File: src/rtl/rsa_block_feeder.sv
// Packs a byte stream into WIDTH-bit blocks, runs one modular exponentiation per
// block on an external core, and hands each result downstream over valid/ready.
module rsa_block_feeder #(
  parameter int WIDTH           = 16,
  parameter int BYTES_PER_BLOCK = 1,
  parameter int TIMEOUT_CYCLES  = 4096
) (
  input  logic                 clk_in,
  input  logic                 rst_in,
  input  logic [7:0]           byte_in,
  input  logic                 byte_valid_in,
  input  logic                 byte_last_in,
  output logic                 byte_ready_out,
  input  logic [WIDTH-1:0]     modulus_in,
  output logic                 exp_ready_out,
  output logic [WIDTH-1:0]     exp_value_out,
  input  logic                 exp_busy_in,
  input  logic                 exp_valid_in,
  input  logic [2*WIDTH-1:0]   exp_result_in,
  output logic [WIDTH-1:0]     block_out,
  output logic                 block_valid_out,
  output logic                 block_last_out,
  input  logic                 block_ready_in,
  output logic                 busy_out,
  output logic                 err_out
);
  localparam int CW = (BYTES_PER_BLOCK > 1) ? $clog2(BYTES_PER_BLOCK) : 1;
  localparam int TW = $clog2(TIMEOUT_CYCLES + 1);

  typedef enum logic [1:0] {S_FILL, S_START, S_WAIT, S_EMIT} state_t;

  state_t           state_q, state_d;
  logic [CW-1:0]    cnt_q, cnt_d;
  logic [WIDTH-1:0] blk_q, blk_d;
  logic             last_q, last_d;
  logic [TW-1:0]    tmo_q, tmo_d;
  logic             exp_ready_q, exp_ready_d;
  logic [WIDTH-1:0] out_q, out_d;
  logic             out_last_q, out_last_d;
  logic             out_vld_q, out_vld_d;
  logic             err_q, err_d;
  logic [WIDTH-1:0] byte_sh;

  // Byte k lands just below byte k-1, starting at the top of the packed region.
  assign byte_sh = WIDTH'(byte_in) << (8 * (BYTES_PER_BLOCK - 1 - int'(cnt_q)));

  always_comb begin
    state_d     = state_q;
    cnt_d       = cnt_q;
    blk_d       = blk_q;
    last_d      = last_q;
    tmo_d       = tmo_q;
    exp_ready_d = 1'b0;
    out_d       = out_q;
    out_last_d  = out_last_q;
    out_vld_d   = out_vld_q;
    err_d       = err_q;
    case (state_q)
      S_FILL: if (byte_valid_in) begin
        blk_d = ((cnt_q == '0) ? '0 : blk_q) | byte_sh;
        if (byte_last_in || cnt_q == CW'(BYTES_PER_BLOCK - 1)) begin
          cnt_d   = '0;
          last_d  = byte_last_in;
          state_d = S_START;
        end else begin
          cnt_d = cnt_q + CW'(1);
        end
      end
      S_START: if (!exp_busy_in) begin
        exp_ready_d = 1'b1;
        tmo_d       = '0;
        state_d     = S_WAIT;
        if (blk_q >= modulus_in) err_d = 1'b1;
      end
      S_WAIT: begin
        // A result arriving on the timeout edge still counts as a result.
        if (exp_valid_in) begin
          out_d      = exp_result_in[WIDTH-1:0];
          out_last_d = last_q;
          out_vld_d  = 1'b1;
          state_d    = S_EMIT;
          if (|exp_result_in[2*WIDTH-1:WIDTH]) err_d = 1'b1;
        end else if (tmo_q == TW'(TIMEOUT_CYCLES - 1)) begin
          err_d   = 1'b1;
          state_d = S_FILL;
        end else begin
          tmo_d = tmo_q + TW'(1);
        end
      end
      S_EMIT: if (block_ready_in) begin
        out_vld_d = 1'b0;
        state_d   = S_FILL;
      end
      default: state_d = S_FILL;
    endcase
  end

  always_ff @(posedge clk_in or posedge rst_in) begin
    if (rst_in) begin
      state_q     <= S_FILL;
      cnt_q       <= '0;
      blk_q       <= '0;
      last_q      <= 1'b0;
      tmo_q       <= '0;
      exp_ready_q <= 1'b0;
      out_q       <= '0;
      out_last_q  <= 1'b0;
      out_vld_q   <= 1'b0;
      err_q       <= 1'b0;
    end else begin
      state_q     <= state_d;
      cnt_q       <= cnt_d;
      blk_q       <= blk_d;
      last_q      <= last_d;
      tmo_q       <= tmo_d;
      exp_ready_q <= exp_ready_d;
      out_q       <= out_d;
      out_last_q  <= out_last_d;
      out_vld_q   <= out_vld_d;
      err_q       <= err_d;
    end
  end

  assign byte_ready_out  = (state_q == S_FILL) && !rst_in;
  assign busy_out        = (state_q != S_FILL) || (cnt_q != '0);
  assign exp_ready_out   = exp_ready_q;
  assign exp_value_out   = blk_q;
  assign block_out       = out_q;
  assign block_valid_out = out_vld_q;
  assign block_last_out  = out_last_q;
  assign err_out         = err_q;
endmodule

File: config.mk
export PLATFORM = sky130hd
export DESIGN_NAME = rsa_block_feeder
export DESIGN_NICKNAME = d
export VERILOG_FILES = /design/src/rtl/rsa_block_feeder.sv
export SDC_FILE = /design/constraint.sdc
export NUM_CORES = 1
export LEC_CHECK = 0
export ABC_AREA = 1
export CORE_UTILIZATION = 36
export DETAILED_ROUTE_END_ITERATION = 12
export PLACE_DENSITY = 0.66
export SLEW_MARGIN = 20
export SYNTH_ARGS = -nofsm -noshare
export SYNTH_HDL_FRONTEND = slang
export SYNTH_SLANG_ARGS = --single-unit
File: constraint.sdc
create_clock -name clk_in -period 2.9 [get_ports clk_in]
set_input_delay 0.58 -clock clk_in [delete_from_list [all_inputs] [get_ports clk_in]]
set_output_delay 0.58 -clock clk_in [all_outputs]
set_load 0.05 [all_outputs]
==> results of run 1 <==
cells in the final DEF, fill, tap and decap left out, types with 3 or more instances in the layout:
cell / count
nand2_1: 152
clkdlybuf4s50_1: 100
dfrtp_1: 53
inv_1: 47
nor2_1: 43
ha_1: 17
o21ai_1: 12
nand3_1: 11
a21oi_1: 7
nand4_1: 6
inv_2: 5
xor2_1: 5
clkbuf_8: 5
buf_4: 5
nor2_2: 4
o21ai_0: 3
report_power, final:
group          switching [mW]  internal [mW]
combinational            1.24          0.629
clock                   0.230          0.168
sequential              0.135          0.938
final cells by class:
cell class                 instances  share of cell area, %
clock buffer                       6                   1.77
clock inverter                     1                  0.214
inverter                          54                   4.94
multi-input combinational        273                   32.3
sequential                        53                   32.3
tap                              102                   3.11
timing repair buffer             105                   25.3
cell families (layout without fill, tap and decap cells):
group	Yosys count	count (layout)	share of synthesized area, %
fa+ha+maj	17	17	7.33
xor+xnor	5	5	1.51
compound gates	28	28	5.74
simple gates	223	223	31.0
flops	53	53	45.7
buf+inv	61	166	8.67
final timing paths:
kind	end	slack (ns)
worst max-delay path	byte_ready_out	0.29
worst min-delay path	block_out[15]$_DFFE_PP0P_	0.49
worst max register to register	tmo_q[1]$_DFFE_PP0P_	0.93
worst min register to register	block_out[15]$_DFFE_PP0P_	0.49
max in group asynchronous	block_out[1]$_DFFE_PP0P_	1.59
min in group asynchronous	block_out[10]$_DFFE_PP0P_	0.69
metal layers:
metal	up-vias	track usage, %
li1	1396	-
met1	1210	18.8
met2	60	30.3
met3	5	5.22
met4	0	4.82
met5	-	0
worst min-delay path: cells and delay by family (launching register included):
kind,cells,cell delay [ns]
DFF,1,0.35
and+or+nand+nor,2,0.12
stage by stage:
stage | total power [mW] | worst slack (ns) | utilization (%) | hold slack (ns) | cell area, um^2
after floorplan | 2.37 | 0.965 | - | 0.480 | 2900
after global placement | 2.94 | 0.388 | 51.7 | 0.450 | 4020
after detailed placement | 2.97 | 0.391 | 51.7 | 0.466 | 4020
after CTS | 3.39 | 0.274 | 52.8 | 0.489 | 4100
after global routing | 3.59 | 0.156 | 52.8 | 0.510 | 4100
final | 3.34 | 0.291 | 52.8 | 0.488 | 4100
==> flow_summary.ini, run 1 <==
[detailed_routing]
drc = 0
drt_pass1_iterations = 4
wl_met2_um = 3230
dr_wl_met3_um = 466
wl_met1_um = 2820
top_layer_used = met4
ant_nets = 0
detail_route.vias_per_cell = 4.50
wirelength_um = 6590
drt_first_iter_violations = 106
avgRoutedWirePerCell_um = 11.1
num_vias = 2671

[setup_path]
slowest_stage = clkdlybuf4s50_1
cp_data_arrival_time_ns = 2.03
rr_worst_depth = 7
critPathKind = flip-flop to output port
endpoint_kind = output port
worst-path-stages = 4
critPathLaunchType = flip-flop
slowest_delay_ns = 0.81
critPathTopFamily = buffers and inverters
crit_start = state_q[1]$_DFFE_PP0P_
crit_chain = nor2_1 -> inv_1 -> nor2_1 -> clkdlybuf4s50_1
critPathMostFrequentCell = nor2_1
crit_buf_inv = 2
worst_ep_required_time_ns = 2.32
r2r-start = state_q[1]$_DFFE_PP0P_
critPathMaxFanout = 5

[logic_synthesis]
synth_top_area_cell = dfrtp_1
ys_seq_area_share_pct = 45.7
synth_fp_nets = 467
ys_seq_elements = 53
netlist_instances = 387
synth_cell_types = 28
synthFlopType = dfrtp_1
yosys_warnings = 0
async_flop_share_pct = 100
synth_top_area_share_pct = 45.7
synth_area_um2 = 2900
yosys.cell_count.top_type = nand2_1
avgSynthCellArea_um2 = 7.50
synth_area_leaders = dfrtp_1, nand2_1, ha_1, inv_1, nor2_1
synth-edff-count = 0
netlist_top_cells_count = nand2_1, dfrtp_1, inv_1

[floorplan]
die_area_um2 = 8420
ioPinCount = 101
die_h_um = 91.8
die_w_um = 91.8
core_um2 = 7770
rows = 32
start_util_pct = 37.4

[layout]
fill_cells = 748
nets = 572
num_antenna_cells = 0
instances_no_fill = 594
area_delta_synth_final_pct = 41.3
multi_input_area_um2 = 1320
seq_area_um2 = 1330
drive_gt1_share_pct = 5.28

[worst_hold_path]
min_from = block_out[15]$_DFFE_PP0P_
min-delay-path-class = flip-flop to flip-flop
hold_path_depth = 2

[placement]
routabilityCongestion = 0.797
hpwl_um = 5210
dpl.cell_count = 587
numPortBuffers = 100

[sta]
rsz0062_at_grt = no
clock.fmax_ghz = 0.383
slew_viol_final = 0
maxSlewHeadroom_pct = 59.5
timing.final.crit_share_pct = 90.0
setup_tns_ns = 0
hold_viol = 0
setup_viol = 0
fin_crit_ns = 2.61
worstMarginPinSlew_ns = 0.606
finClkSkew_ns = 0.0115

[pwr]
ir_drop_mv = 0.522
power.density_nw_per_um2 = 816
p_leak_nw = 1.98

[outcome]
outcome = finished clean

[grt]
grt-ovfl-total = 0
grt_pass1_wl_um = 11300
grt_max_degree = 30
grt_pass1_vias = 2671
antenna_found_initial = 0
grt_usage_pct = 16.7

[run]
cap_viol_max_count = 0

[cts]
cts_hold_buf = 0
ctsRootBufferMaster = clkbuf_8
cts_resized = 0
clock_latency_ns = 0.30
cts_num_sinks = 53
htree_levels = 2
cts_setup_buffers = 0
clk_pin_slew_ns = 0.09
clockBufferDepth = 2
cts_made_buffers = 5
cts_tree = done
(Power assumes the default switching activity.)
==> inputs of run 2 (changes only) <==
--- a/config.mk
+++ b/config.mk
@@ -6,8 +6,11 @@
 export NUM_CORES = 1
 export LEC_CHECK = 0
 export ABC_AREA = 1
+export CAP_MARGIN = 15
 export CORE_UTILIZATION = 36
+export CTS_CLUSTER_DIAMETER = 80
 export DETAILED_ROUTE_END_ITERATION = 12
+export GPL_TIMING_DRIVEN = 0
 export PLACE_DENSITY = 0.66
 export SLEW_MARGIN = 20
 export SYNTH_ARGS = -nofsm -noshare
==> run 2 against run 1 <==
  * Clock skew fell by 0.0057 ns
  * Largest cell class unchanged
  * Flip-flop and latch count did not move
  * Critical path type unchanged
  * Largest power group unchanged
  * Setup slack got worse by 0.015 ns
==> flow_summary.ini, run 2 (synthesized netlist as in run 1, its figures left out) <==
[floorplan]
start_util_pct = 37.4
rows = 32
die_w_um = 91.8
ioPinCount = 101
die_area_um2 = 8420
core_um2 = 7770
die_h_um = 91.8

[setup_path]
r2r-end = tmo_q[6]$_DFFE_PP0P_
rr_worst_depth = 10
endpoint_kind = output port
critPathMaxFanout = 5
critPathMostFrequentCell = nor2_1
critPathKind = flip-flop to output port
crit_start = state_q[1]$_DFFE_PP0P_
r2r-start = tmo_q[0]$_DFFE_PP0P_
cp_data_arrival_time_ns = 2.04
critPathLaunchType = flip-flop
r2r_setup_slack_ns = 1.12
slowest_delay_ns = 0.80
worst_ep_required_time_ns = 2.32
slowest_stage = clkdlybuf4s50_1
crit_chain = nor2_1 -> inv_1 -> nor2_1 -> clkdlybuf4s50_1

[worst_hold_path]
hold_path_depth = 2
min_to = err_out$_DFFE_PP0P_
min_from = err_out$_DFFE_PP0P_
min-delay-path-class = flip-flop to flip-flop

[detailed_routing]
drt_first_iter_violations = 117
drc = 0
ant_nets = 0
num_vias = 2714
avgRoutedWirePerCell_um = 11.1
wirelength_um = 6620
drt_pass1_iterations = 4
detail_route.vias_per_cell = 4.55

[sta]
holdWs_ns = 0.482
hold_viol = 0
slew_viol_final = 0
clock.fmax_ghz = 0.381
worstMarginPinSlew_ns = 0.639
finClkSkew_ns = 0.00577
rsz0062_at_grt = no
setup_tns_ns = 0
fin_crit_ns = 2.62
timing.final.crit_share_pct = 90.5
maxSlewHeadroom_pct = 57.4
setup_viol = 0

[layout]
fill_cells = 757
num_antenna_cells = 0
nets = 574
layout_common_cells = nand2_1, clkdlybuf4s50_1, dfrtp_1
seq_area_um2 = 1330
area_delta_synth_final_pct = 42.0
instances_no_fill = 597
multi_input_area_um2 = 1320
drive_gt1_share_pct = 5.66
layout_commonest_cell = nand2_1
fin_area_um2 = 4120

[cts]
cts_resized = 0
ctsRootBufferMaster = clkbuf_8
cts_hold_buf = 0
cts_made_buffers = 5
clk_pin_slew_ns = 0.10
clock_latency_ns = 0.30
cts_tree = done
htree_levels = 2
cts_num_sinks = 53
clockBufferDepth = 2
cts_setup_buffers = 0

[grt]
antenna_found_initial = 0
grt_pass1_wl_um = 11400
grt_usage_pct = 16.6
grt_pass1_vias = 2681
grt_max_degree = 54
grt-ovfl-total = 0

[pwr]
power.density_nw_per_um2 = 828
p_total_mw = 3.41
p_leak_nw = 1.99
ir_drop_mv = 0.667

[placement]
hpwl_um = 5210
dpl.cell_count = 589
numPortBuffers = 100
routabilityCongestion = 0.821
dpl_cell_area_um2 = 4030

[run]
cap_viol_max_count = 0

[outcome]
outcome = finished clean
run 2: area by class of cell:
| class | instances | share of cell area (%) |
|---|---|---|
| buffer | 7 | 1.18 |
| clock inverter | 2 | 0.334 |
| inverter | 54 | 4.98 |
| clock buffer | 6 | 1.76 |
| multi-input combinational | 273 | 32.1 |
| sequential | 53 | 32.2 |
| timing repair buffer | 100 | 24.3 |
| tap | 102 | 3.10 |
run 2: per-layer routing:
| metal | global-route usage, % | wire [um] | share of wire [%] | vias up |
|---|---|---|---|---|
| met5 | 0 | 0 | 0 | - |
| li1 | - | - | - | 1398 |
| met4 | 3.52 | 44 | 0.66 | 0 |
| met2 | 31.0 | 3240 | 49 | 61 |
| met3 | 4.81 | 476 | 7.2 | 5 |
| met1 | 18.7 | 2860 | 43 | 1250 |
run 2: power breakdown:
part	leakage (nW)	switching [mW]	internal, mW
clock network	0.0456	0.249	0.173
registers	0.691	0.133	0.938
logic	1.26	1.25	0.666
run 2: worst max path at each step:
stage / endpoint / slack [ns] / cells past startpoint
final: byte_ready_out / 0.28 / 4
after global routing: byte_ready_out / 0.19 / 4
after CTS: byte_ready_out / 0.27 / 4
after detailed placement: byte_ready_out / 0.36 / 3
after global placement: tmo_q[1]$_DFFE_PP0P_ / -0.04 / 2
after floorplan: byte_ready_out / 0.97 / 3
run 2: worst max-delay path: cells and delay by family, from the launching register on:
kind,cells,cell delay (ns)
buffers and inverters,2,0.91
flip-flops,1,0.44
AND/OR/NAND/NOR,2,0.38
run 2: through the flow:
stage	setup slack [ns]	util, %
after floorplan	0.965	-
after global placement	-0.0398	51.9
after detailed placement	0.359	51.9
after CTS	0.271	53.0
after global routing	0.187	53.0
final	0.276	53.0
